**src/rtl/avalon_burst_master.sv**
```systemverilog
// avalon_burst_master
//   Avalon-MM burst master. Accepts one command at a time (write or read of
//   cmd_len words starting at BASE_ADDR+cmd_addr) and runs it as single-word
//   Avalon transfers, one transfer per cycle that the slave is not stalling.
//
// Ports
//   clk, reset_n           clock, asynchronous active-low reset
//   waitrequest            slave stall
//   readdatavalid/readdata slave read return
//   read_n/write_n         active-low strobes, decoded from state
//   chipselect             tied high
//   address                word address (wraps modulo 2^ADDR_W)
//   byteenable             all ones
//   writedata              wr_data passed through during WRITE
//   cmd_valid/cmd_write/cmd_addr/cmd_len, cmd_ready  command handshake
//   wr_data/wr_ack         write source, pulse when a word is consumed
//   rd_data/rd_valid       registered read return
//   busy/done/error        status; done is a one-cycle pulse, error sticky
//
// Optional feature
//   AVALON_BURST_MASTER_TIMEOUT_EN : stall watchdog of TIMEOUT_CYC cycles
//   that sets error and forces DONE. Undefined: no watchdog, error tied 0.

module avalon_burst_master #(
  parameter int          DATA_W      = 16,
  parameter int          ADDR_W      = 32,
  parameter logic [31:0] BASE_ADDR   = 32'h0,
  parameter int          MAX_LEN     = 16,
  parameter int          TIMEOUT_CYC = 1024,
  localparam int         LEN_W       = $clog2(MAX_LEN + 1)
) (
  input  logic                clk,
  input  logic                reset_n,
  input  logic                waitrequest,
  input  logic                readdatavalid,
  input  logic [DATA_W-1:0]   readdata,
  output logic                read_n,
  output logic                write_n,
  output logic                chipselect,
  output logic [ADDR_W-1:0]   address,
  output logic [DATA_W/8-1:0] byteenable,
  output logic [DATA_W-1:0]   writedata,
  input  logic                cmd_valid,
  input  logic                cmd_write,
  input  logic [ADDR_W-1:0]   cmd_addr,
  input  logic [LEN_W-1:0]    cmd_len,
  output logic                cmd_ready,
  input  logic [DATA_W-1:0]   wr_data,
  output logic                wr_ack,
  output logic [DATA_W-1:0]   rd_data,
  output logic                rd_valid,
  output logic                busy,
  output logic                done,
  output logic                error
);

  typedef enum logic [2:0] {
    S_IDLE,
    S_WRITE,
    S_READ,
    S_DRAIN,
    S_DONE
  } state_e;

  state_e              state_q;
  logic [ADDR_W-1:0]   addr_q;
  logic [LEN_W-1:0]    remain_q;
  logic [LEN_W-1:0]    outst_q;
  logic [DATA_W-1:0]   rd_data_q;
  logic                rd_valid_q;

  logic                issue_rd;
  logic                ret;
  logic                stall_hit;
  logic [LEN_W-1:0]    len_clamped;
  logic [ADDR_W-1:0]   base;

  assign base        = ADDR_W'(BASE_ADDR);
  assign len_clamped = (cmd_len > LEN_W'(MAX_LEN)) ? LEN_W'(MAX_LEN) : cmd_len;

  assign issue_rd = (state_q == S_READ) && !waitrequest;
  // Returns are only meaningful while a read is in flight.
  assign ret      = readdatavalid && ((state_q == S_READ) || (state_q == S_DRAIN));

  assign read_n     = (state_q != S_READ);
  assign write_n    = (state_q != S_WRITE);
  assign cmd_ready  = (state_q == S_IDLE);
  assign busy       = (state_q != S_IDLE);
  assign done       = (state_q == S_DONE);
  assign chipselect = 1'b1;
  assign byteenable = '1;
  assign address    = addr_q;
  assign writedata  = wr_data;
  assign wr_ack     = (state_q == S_WRITE) && !waitrequest;
  assign rd_data    = rd_data_q;
  assign rd_valid   = rd_valid_q;

`ifdef AVALON_BURST_MASTER_TIMEOUT_EN
  localparam int STALL_W = $clog2(TIMEOUT_CYC + 1);

  logic [STALL_W-1:0] stall_q;
  logic               error_q;
  logic               stalling;

  assign stalling = (((state_q == S_WRITE) || (state_q == S_READ)) && waitrequest) ||
                    ((state_q == S_DRAIN) && !readdatavalid);
  assign stall_hit = stalling && (stall_q == STALL_W'(TIMEOUT_CYC - 1));
  assign error     = error_q;

  always_ff @(posedge clk or negedge reset_n) begin
    if (!reset_n) begin
      stall_q <= '0;
      error_q <= 1'b0;
    end else if ((state_q == S_IDLE) && cmd_valid) begin
      stall_q <= '0;
      error_q <= 1'b0;
    end else if (stall_hit) begin
      stall_q <= '0;
      error_q <= 1'b1;
    end else if (stalling) begin
      stall_q <= stall_q + STALL_W'(1);
    end else begin
      stall_q <= '0;
    end
  end
`else
  assign stall_hit = 1'b0;
  assign error     = 1'b0;
`endif

  always_ff @(posedge clk or negedge reset_n) begin
    if (!reset_n) begin
      state_q    <= S_IDLE;
      addr_q     <= base;
      remain_q   <= '0;
      outst_q    <= '0;
      rd_data_q  <= '0;
      rd_valid_q <= 1'b0;
    end else begin
      rd_valid_q <= ret;
      if (ret) rd_data_q <= readdata;

      // Issue and return in the same cycle cancel out.
      if (issue_rd && !ret)
        outst_q <= outst_q + LEN_W'(1);
      else if (!issue_rd && ret && (outst_q != '0))
        outst_q <= outst_q - LEN_W'(1);

      unique case (state_q)
        S_IDLE: begin
          if (cmd_valid) begin
            addr_q   <= base + cmd_addr;
            remain_q <= len_clamped;
            if (len_clamped == '0) state_q <= S_DONE;
            else if (cmd_write)    state_q <= S_WRITE;
            else                   state_q <= S_READ;
          end
        end
        S_WRITE: begin
          if (!waitrequest) begin
            addr_q   <= addr_q + ADDR_W'(1);
            remain_q <= remain_q - LEN_W'(1);
            if (remain_q == LEN_W'(1)) state_q <= S_DONE;
          end
        end
        S_READ: begin
          if (!waitrequest) begin
            addr_q   <= addr_q + ADDR_W'(1);
            remain_q <= remain_q - LEN_W'(1);
            if (remain_q == LEN_W'(1)) state_q <= S_DRAIN;
          end
        end
        S_DRAIN: begin
          // The last return is registered on the same edge outst_q reaches 0,
          // so its rd_valid is already on the port when this condition holds.
          if (outst_q == '0) state_q <= S_DONE;
        end
        S_DONE: state_q <= S_IDLE;
        default: state_q <= S_IDLE;
      endcase

      if (stall_hit) begin
        state_q  <= S_DONE;
        remain_q <= '0;
        outst_q  <= '0;
      end
    end
  end

endmodule

```
**config.mk**
```make
export PLATFORM = sky130hd
export DESIGN_NAME = avalon_burst_master
export DESIGN_NICKNAME = d
export VERILOG_FILES = /design/src/rtl/avalon_burst_master.sv
export SDC_FILE = /design/constraint.sdc
export NUM_CORES = 1
export LEC_CHECK = 0
export CORE_UTILIZATION = 48
export CTS_CLUSTER_SIZE = 8
export DETAILED_ROUTE_END_ITERATION = 8
export GPL_ROUTABILITY_DRIVEN = 0
export PLACE_DENSITY_LB_ADDON = 0.3
export RECOVER_POWER = 100
export SLEW_MARGIN = 0
export SYNTH_ARGS = -nofsm -noshare
export SYNTH_HDL_FRONTEND = slang
export SYNTH_SLANG_ARGS = --single-unit
```
**constraint.sdc**
```tcl
create_clock -name clk -period 4.8 [get_ports clk]
set_clock_uncertainty 0.15 [all_clocks]
set_input_delay 0.48 -clock clk [delete_from_list [all_inputs] [get_ports clk]]
set_output_delay 0.48 -clock clk [all_outputs]
set_load 0.01 [all_outputs]
```
==> metrics.cfg, run 1 <==
[global_route]
grt_pass1_wl_mm=16.50
grt_pass1_vias=3472
grt_start_max_net_pins=63
grt_usage=0.2466
overflow=0
antenna_found_initial=0

[floorplanning]
start_util=0.4959
core_sq_mm=0.007687
row_count=32
die-area_sq_mm=0.008303
die_h_microns=91.12
io_pins=150
die_x_microns=91.12

[detailed_routing]
first_pass_iters=4
ant_nets=0
drtIter0Drc=264
wl_per_cell_microns=16.30
vias_per_cell=6.002
vias=3649
routed_wl_mm=9.912
post-route-drc-count=0

[cts]
cts_hold_buf=0
clkTransAtPathRegs_ns=0.08
htreeDepth=3
cts_resized=0
clk_latency_ns=0.34
cts_tree=built
cts_max_path_buffers=2
cts_buffers=9
clock-root-buffer=clkbuf_8
cts.sinks=62
postCtsSetupRepairBufs=0

[layout]
drive_gt1_frac=0.1008
area_growth_pct=30.69
fin_nets=586
layout.cells.most_common=dfrtp_1
antenna_cells=0
final_cells=608
mostFrequentLayoutCells=dfrtp_1, clkdlybuf4s50_1, dlygate4sd3_1, a21oi_1, nor2_1

[yosys]
synth-simple-area-share=0.2182
synth-xor-area-share=0.01149
ys_ff_latch=62
synthMuxAreaShare=0.05842
syn_area_sq_mm=0.003812
ys_seq_area_frac=0.4070
synth_edf_count=0
yosys_warnings=0
synth-compound-area-share=0.2005
synth_cell_types=62
synthArstFlopShare=1.000
netlist_instances=418
synthFlopType=dfrtp_1
synth_top_family_by_area=simple AND/OR/NAND/NOR gates
syn_avg_cell_area_sq_um=9.121
synthAdderAreaFrac=0.02494

[setup_path]
critPathCaptureType=flip-flop
rr_startpoint=state_q[0]$_DFFE_PN0P_
r2r-end=address[5]$_DFFE_PN0P_
criticalPathCategory=reg2reg
cp-start-kind=flip-flop
worst_ep_arrival_time_ns=3.07
crit_required_ns=4.88
reg2regPathDepth=4
path_max_fanout=31
reg2reg_slack_ns=1.81

[outcome]
violations=capacitance limit, slew limit
outcome=complete, but fails checks

[power_and_ir_drop]
power_mw=3.284
power_frac_seq=0.326
leakagePower_nw=1.988
swShare=0.4476
clkPwrFrac=0.122
power.switching_mw=1.470
p_comb_frac=0.552
peakVddDrop_mv=0.4278
p_int_mw=1.814
p_per_area_mw_per_mm2=659.2

[sta]
fin_setup_tns_ns=0
slew_headroom=-0.1163
drv_slew=32
timing.final.ws_setup_ns=1.808
fmax_ghz=0.3342
final-hold-violation-count=0
timing.final.crit_share=0.6234
setup_violations=0
rsz0062_at_grt=false
worst_pin_slew_ns=1.674
min_period_ns=2.992

[placement]
dp_hpwl_mm=6.914
port_buffers=113
place_inst=595
post-place-ws_ns=1.780

[hold_path]
hp-class=in2async

[job]
maxCapViolCount=1

==> worst max-delay path, stage by stage (launching register included) <==
cell and delay (ns):
dfrtp_1 0.51, xnor2_1 0.38, or2_0 1.28, o21ai_0 0.25, a22o_2 0.32
==> through the flow <==
step | utilization | cell area [sq um] | hold slack [ns]
floorplan | - | 3820 | 0.03441
global placement | 0.6284 | 4831 | 0.3059
detailed placement | 0.6284 | 4831 | 0.3301
CTS | 0.6494 | 4992 | 0.1980
global route | 0.6481 | 4982 | 0.2306
finish | 0.6481 | 4982 | 0.1465
==> worst max-delay path by stage <==
stage                                      start                      to  cells past startpoint
after floorplan           state_q[1]$_DFFE_PN0P_  outst_q[4]$_DFFE_PN0P_                      9
after global placement               waitrequest  outst_q[4]$_DFFE_PN0P_                      8
after detailed placement             waitrequest  outst_q[4]$_DFFE_PN0P_                      8
after CTS                 state_q[2]$_DFFE_PN0P_  outst_q[4]$_DFFE_PN0P_                      9
after global routing      state_q[0]$_DFFE_PN0P_  address[5]$_DFFE_PN0P_                      4
final                     state_q[0]$_DFFE_PN0P_  address[5]$_DFFE_PN0P_                      4
==> cells by family (layout without fill, tap and decap cells) <==
group | after synthesis | in the layout
other | 2 | 4
buffers and inverters | 49 | 135
AOI/OAI and AO/OA | 120 | 120
muxes | 20 | 20
and+or+nand+nor | 153 | 153
DFF | 62 | 62
adders and majority gates | 7 | 7
xor gates and xnor gates | 5 | 5
==> sequential cells by signal, summed over array words and instances (netlist names) <==
signal	count
address	32
outst_q	5
rd_data	16
rd_valid	1
remain_q	5
state_q	3
==> routing by layer <==
layer,up-vias,routed length [microns],GRT usage
li1,1700,-,-
met1,1743,4164,0.3209
met2,185,4671,0.3971
met3,21,911,0.06533
met4,0,165,0.08598
met5,-,0,0
==> power by group through the flow <==
stage | Clock (mW) | Combinational [mW] | Sequential (mW)
after global routing | 0.430 | 2.02 | 1.11
after global placement | 0 | 1.82 | 1.06
after detailed placement | 0 | 1.89 | 1.08
after CTS | 0.408 | 1.90 | 1.07
after floorplan | 0 | 1.21 | 1.08
final | 0.401 | 1.81 | 1.07
==> final cells by class <==
class | count | area, sq um
sequential | 62 | 1551
clock buffer | 11 | 151.4
fill | 666 | 2705
clock inverter | 2 | 10.01
inverter | 6 | 22.52
multi-input combinational | 309 | 1974
timing repair buffer | 116 | 1145
tap | 102 | 127.6
==> synthesized netlist by cell type (5+ instances only) <==
cell type | n | share of area
dfrtp_1 | 62 | 0.41
a21oi_1 | 41 | 0.054
nor2_1 | 34 | 0.033
nand2_1 | 28 | 0.028
nand3_1 | 26 | 0.034
o21ai_0 | 24 | 0.032
buf_4 | 21 | 0.041
mux2_2 | 18 | 0.053
nand4_1 | 16 | 0.026
buf_2 | 14 | 0.018
a2bb2oi_1 | 11 | 0.025
o22ai_1 | 9 | 0.015
nor3_1 | 8 | 0.011
a31oi_1 | 6 | 0.0098
clkbuf_1 | 6 | 0.0059
ha_1 | 6 | 0.020
inv_1 | 6 | 0.0059
and3_1 | 5 | 0.0082
No activity file was read; power rests on OpenSTA's default activity.
==> run 2, diff against run 1 <==
--- a/config.mk
+++ b/config.mk
@@ -5,7 +5,7 @@
 export SDC_FILE = /design/constraint.sdc
 export NUM_CORES = 1
 export LEC_CHECK = 0
-export CORE_UTILIZATION = 48
+export CORE_UTILIZATION = 40
 export CTS_CLUSTER_SIZE = 8
 export DETAILED_ROUTE_END_ITERATION = 8
 export GPL_ROUTABILITY_DRIVEN = 0
==> constraint.sdc (replaced) <==
create_clock -name clk -period 2.6 [get_ports clk]
set_clock_uncertainty 0.15 [all_clocks]
set_input_delay 0.26 -clock clk [delete_from_list [all_inputs] [get_ports clk]]
set_output_delay 0.26 -clock clk [all_outputs]
set_load 0.01 [all_outputs]
==> metrics.cfg, run 2 (synthesis results as in run 1) <==
[sta]
final-hold-violation-count=0  ; unchanged
min_period_ns=2.447  ; -0.5449 ns
drv_slew=63  ; +97%
worst_pin_slew_ns=1.576  ; -0.09806 ns
fmax_ghz=0.4086  ; +22%
timing.final.crit_share=0.9413  ; +0.3179
slew_headroom=-0.05096  ; +0.06537
rsz0062_at_grt=false
setup_violations=0  ; unchanged

[global_route]
grt_usage=0.2136  ; -0.03299
antenna_found_initial=0  ; unchanged
grt_start_max_net_pins=63  ; unchanged
grt_pass1_vias=3598  ; +3.6%
overflow=0  ; unchanged
grt_pass1_wl_mm=17.07  ; +3.4%

[floorplanning]
io_pins=150  ; unchanged
row_count=35  ; +9.4%
die_x_microns=99.63  ; +9.3%
start_util=0.4126  ; -0.08334
core_sq_mm=0.009240  ; +20%
die_h_microns=99.63  ; +9.3%
die-area_sq_mm=0.009925  ; +20%

[power_and_ir_drop]
power.switching_mw=2.792  ; +90%
swShare=0.4476  ; about the same
p_int_mw=3.446  ; +90%
power_mw=6.238  ; +90%
peakVddDrop_mv=0.5334  ; +25%
power_frac_seq=0.310  ; -0.016
p_comb_frac=0.569  ; +0.017
leakagePower_nw=2.060  ; +3.6%
p_per_area_mw_per_mm2=1212  ; +84%
clkPwrFrac=0.121  ; about the same

[cts]
htreeDepth=3  ; unchanged
postCtsSetupRepairBufs=0  ; unchanged
clock-root-buffer=clkbuf_8
clkTransAtPathRegs_ns=0.07  ; about the same
clk_latency_ns=0.33  ; about the same
cts.sinks=62  ; unchanged
cts_buffers=9  ; unchanged
cts_tree=built
cts_max_path_buffers=2  ; unchanged

[layout]
final_cells=653  ; +7.4%
layout.cells.most_common=dfrtp_1
largest_reg_flops=32  ; unchanged
final_core_util=0.5568  ; -0.09131
mostFrequentLayoutCells=dfrtp_1, clkdlybuf4s50_1, dlygate4sd3_1, a21oi_1, nor2_1
antenna_cells=0  ; unchanged
fin_nets=601  ; +2.6%
drive_gt1_frac=0.1298  ; +0.02898
area_growth_pct=34.95

[setup_path]
critPathTopFamily=compound AO/OA/AOI/OAI gates
path_max_fanout=6  ; -81%
cp.buffers_inverters=0  ; unchanged
crit_required_ns=2.67  ; -2.21 ns
cp_slowest_cell=or4_1
cp_cell_sequence=or4_1 -> o221a_2 -> o21ai_0 -> mux2_2
max_stage_delay_ns=0.55  ; -0.73 ns
cp-start-kind=flip-flop
worst_ep_arrival_time_ns=2.52  ; -0.55 ns
criticalPathCategory=reg2reg
critPathCaptureType=flip-flop

[detailed_routing]
post-route-drc-count=0  ; unchanged
vias=3628  ; -0.58%
wl_per_cell_microns=15.75  ; -3.4%
first_pass_iters=4  ; unchanged
drtIter0Drc=175  ; -34%
ant_nets=0  ; unchanged
vias_per_cell=5.556  ; -7.4%
routed_wl_mm=10.29  ; +3.8%

[placement]
place_inst=636  ; +6.9%
dp_hpwl_mm=7.364  ; +6.5%
port_buffers=113  ; unchanged

[outcome]
violations=capacitance limit, slew limit
outcome=complete, but fails checks

[hold_path]
hp-class=reg2reg

[job]
maxCapViolCount=1  ; unchanged

==> run 2: timing repair <==
action	in CTS	in global routing
gates resized for setup	0	3
hold endpoints to repair	62	0
endpoints found under the setup margin	0	1
hold buffers	1	0
==> run 2: power groups by stage <==
stage	combinational [mW]	clock (mW)	sequential, mW
after global routing	3.93	0.820	2.01
after detailed placement	3.69	0	1.95
after floorplan	2.24	0	1.99
final	3.55	0.755	1.93
after CTS	3.71	0.777	1.94
after global placement	3.59	0	1.93
==> run 2: cell type report <==
cell class / count / area, sq um
tap: 129 / 161.4
fill: 827 / 4095
multi-input combinational: 309 / 1981
inverter: 6 / 22.52
clock inverter: 4 / 22.52
timing repair buffer: 131 / 1261
clock buffer: 12 / 145.1
sequential: 62 / 1551
==> run 2: path summary, 6_finish.rpt <==
| kind | depth (start not counted) | to | slack, ns | start |
|---|---|---|---|---|
| min in group asynchronous | 3 | address[24]$_DFFE_PN0P_ | 0.78 | reset_n |
| max reg2reg | 4 | outst_q[1]$_DFFE_PN0P_ | 0.15 | outst_q[1]$_DFFE_PN0P_ |
| min | 1 | outst_q[4]$_DFFE_PN0P_ | 0.34 | outst_q[4]$_DFFE_PN0P_ |
| max in group asynchronous | 3 | rd_data[8]$_DFFE_PN0P_ | 0.57 | reset_n |
| max | 4 | outst_q[1]$_DFFE_PN0P_ | 0.15 | outst_q[1]$_DFFE_PN0P_ |
| min reg2reg | 1 | outst_q[4]$_DFFE_PN0P_ | 0.34 | outst_q[4]$_DFFE_PN0P_ |
==> run 2: metal layers <==
metal,vias up,share of wire,wire length (microns),global-route usage
met4,0,0.012,127,0.05995
met3,15,0.078,804,0.05692
met2,145,0.49,4995,0.3606
met5,-,0,0,0
met1,1734,0.42,4359,0.2698
li1,1734,-,-,-
==> run 2: through the flow <==
step	cell area, sq um	hold slack [ns]	setup WS [ns]	setup TNS (ns)
floorplan	3820	-0.1856	0.1294	0
global placement	4995	0.1514	0.002591	0
detailed placement	4995	0.1505	-0.1261	-0.1261
CTS	5172	0.3254	0.03130	0
global route	5145	0.3525	0.05656	0
finish	5145	0.3351	0.1527	0
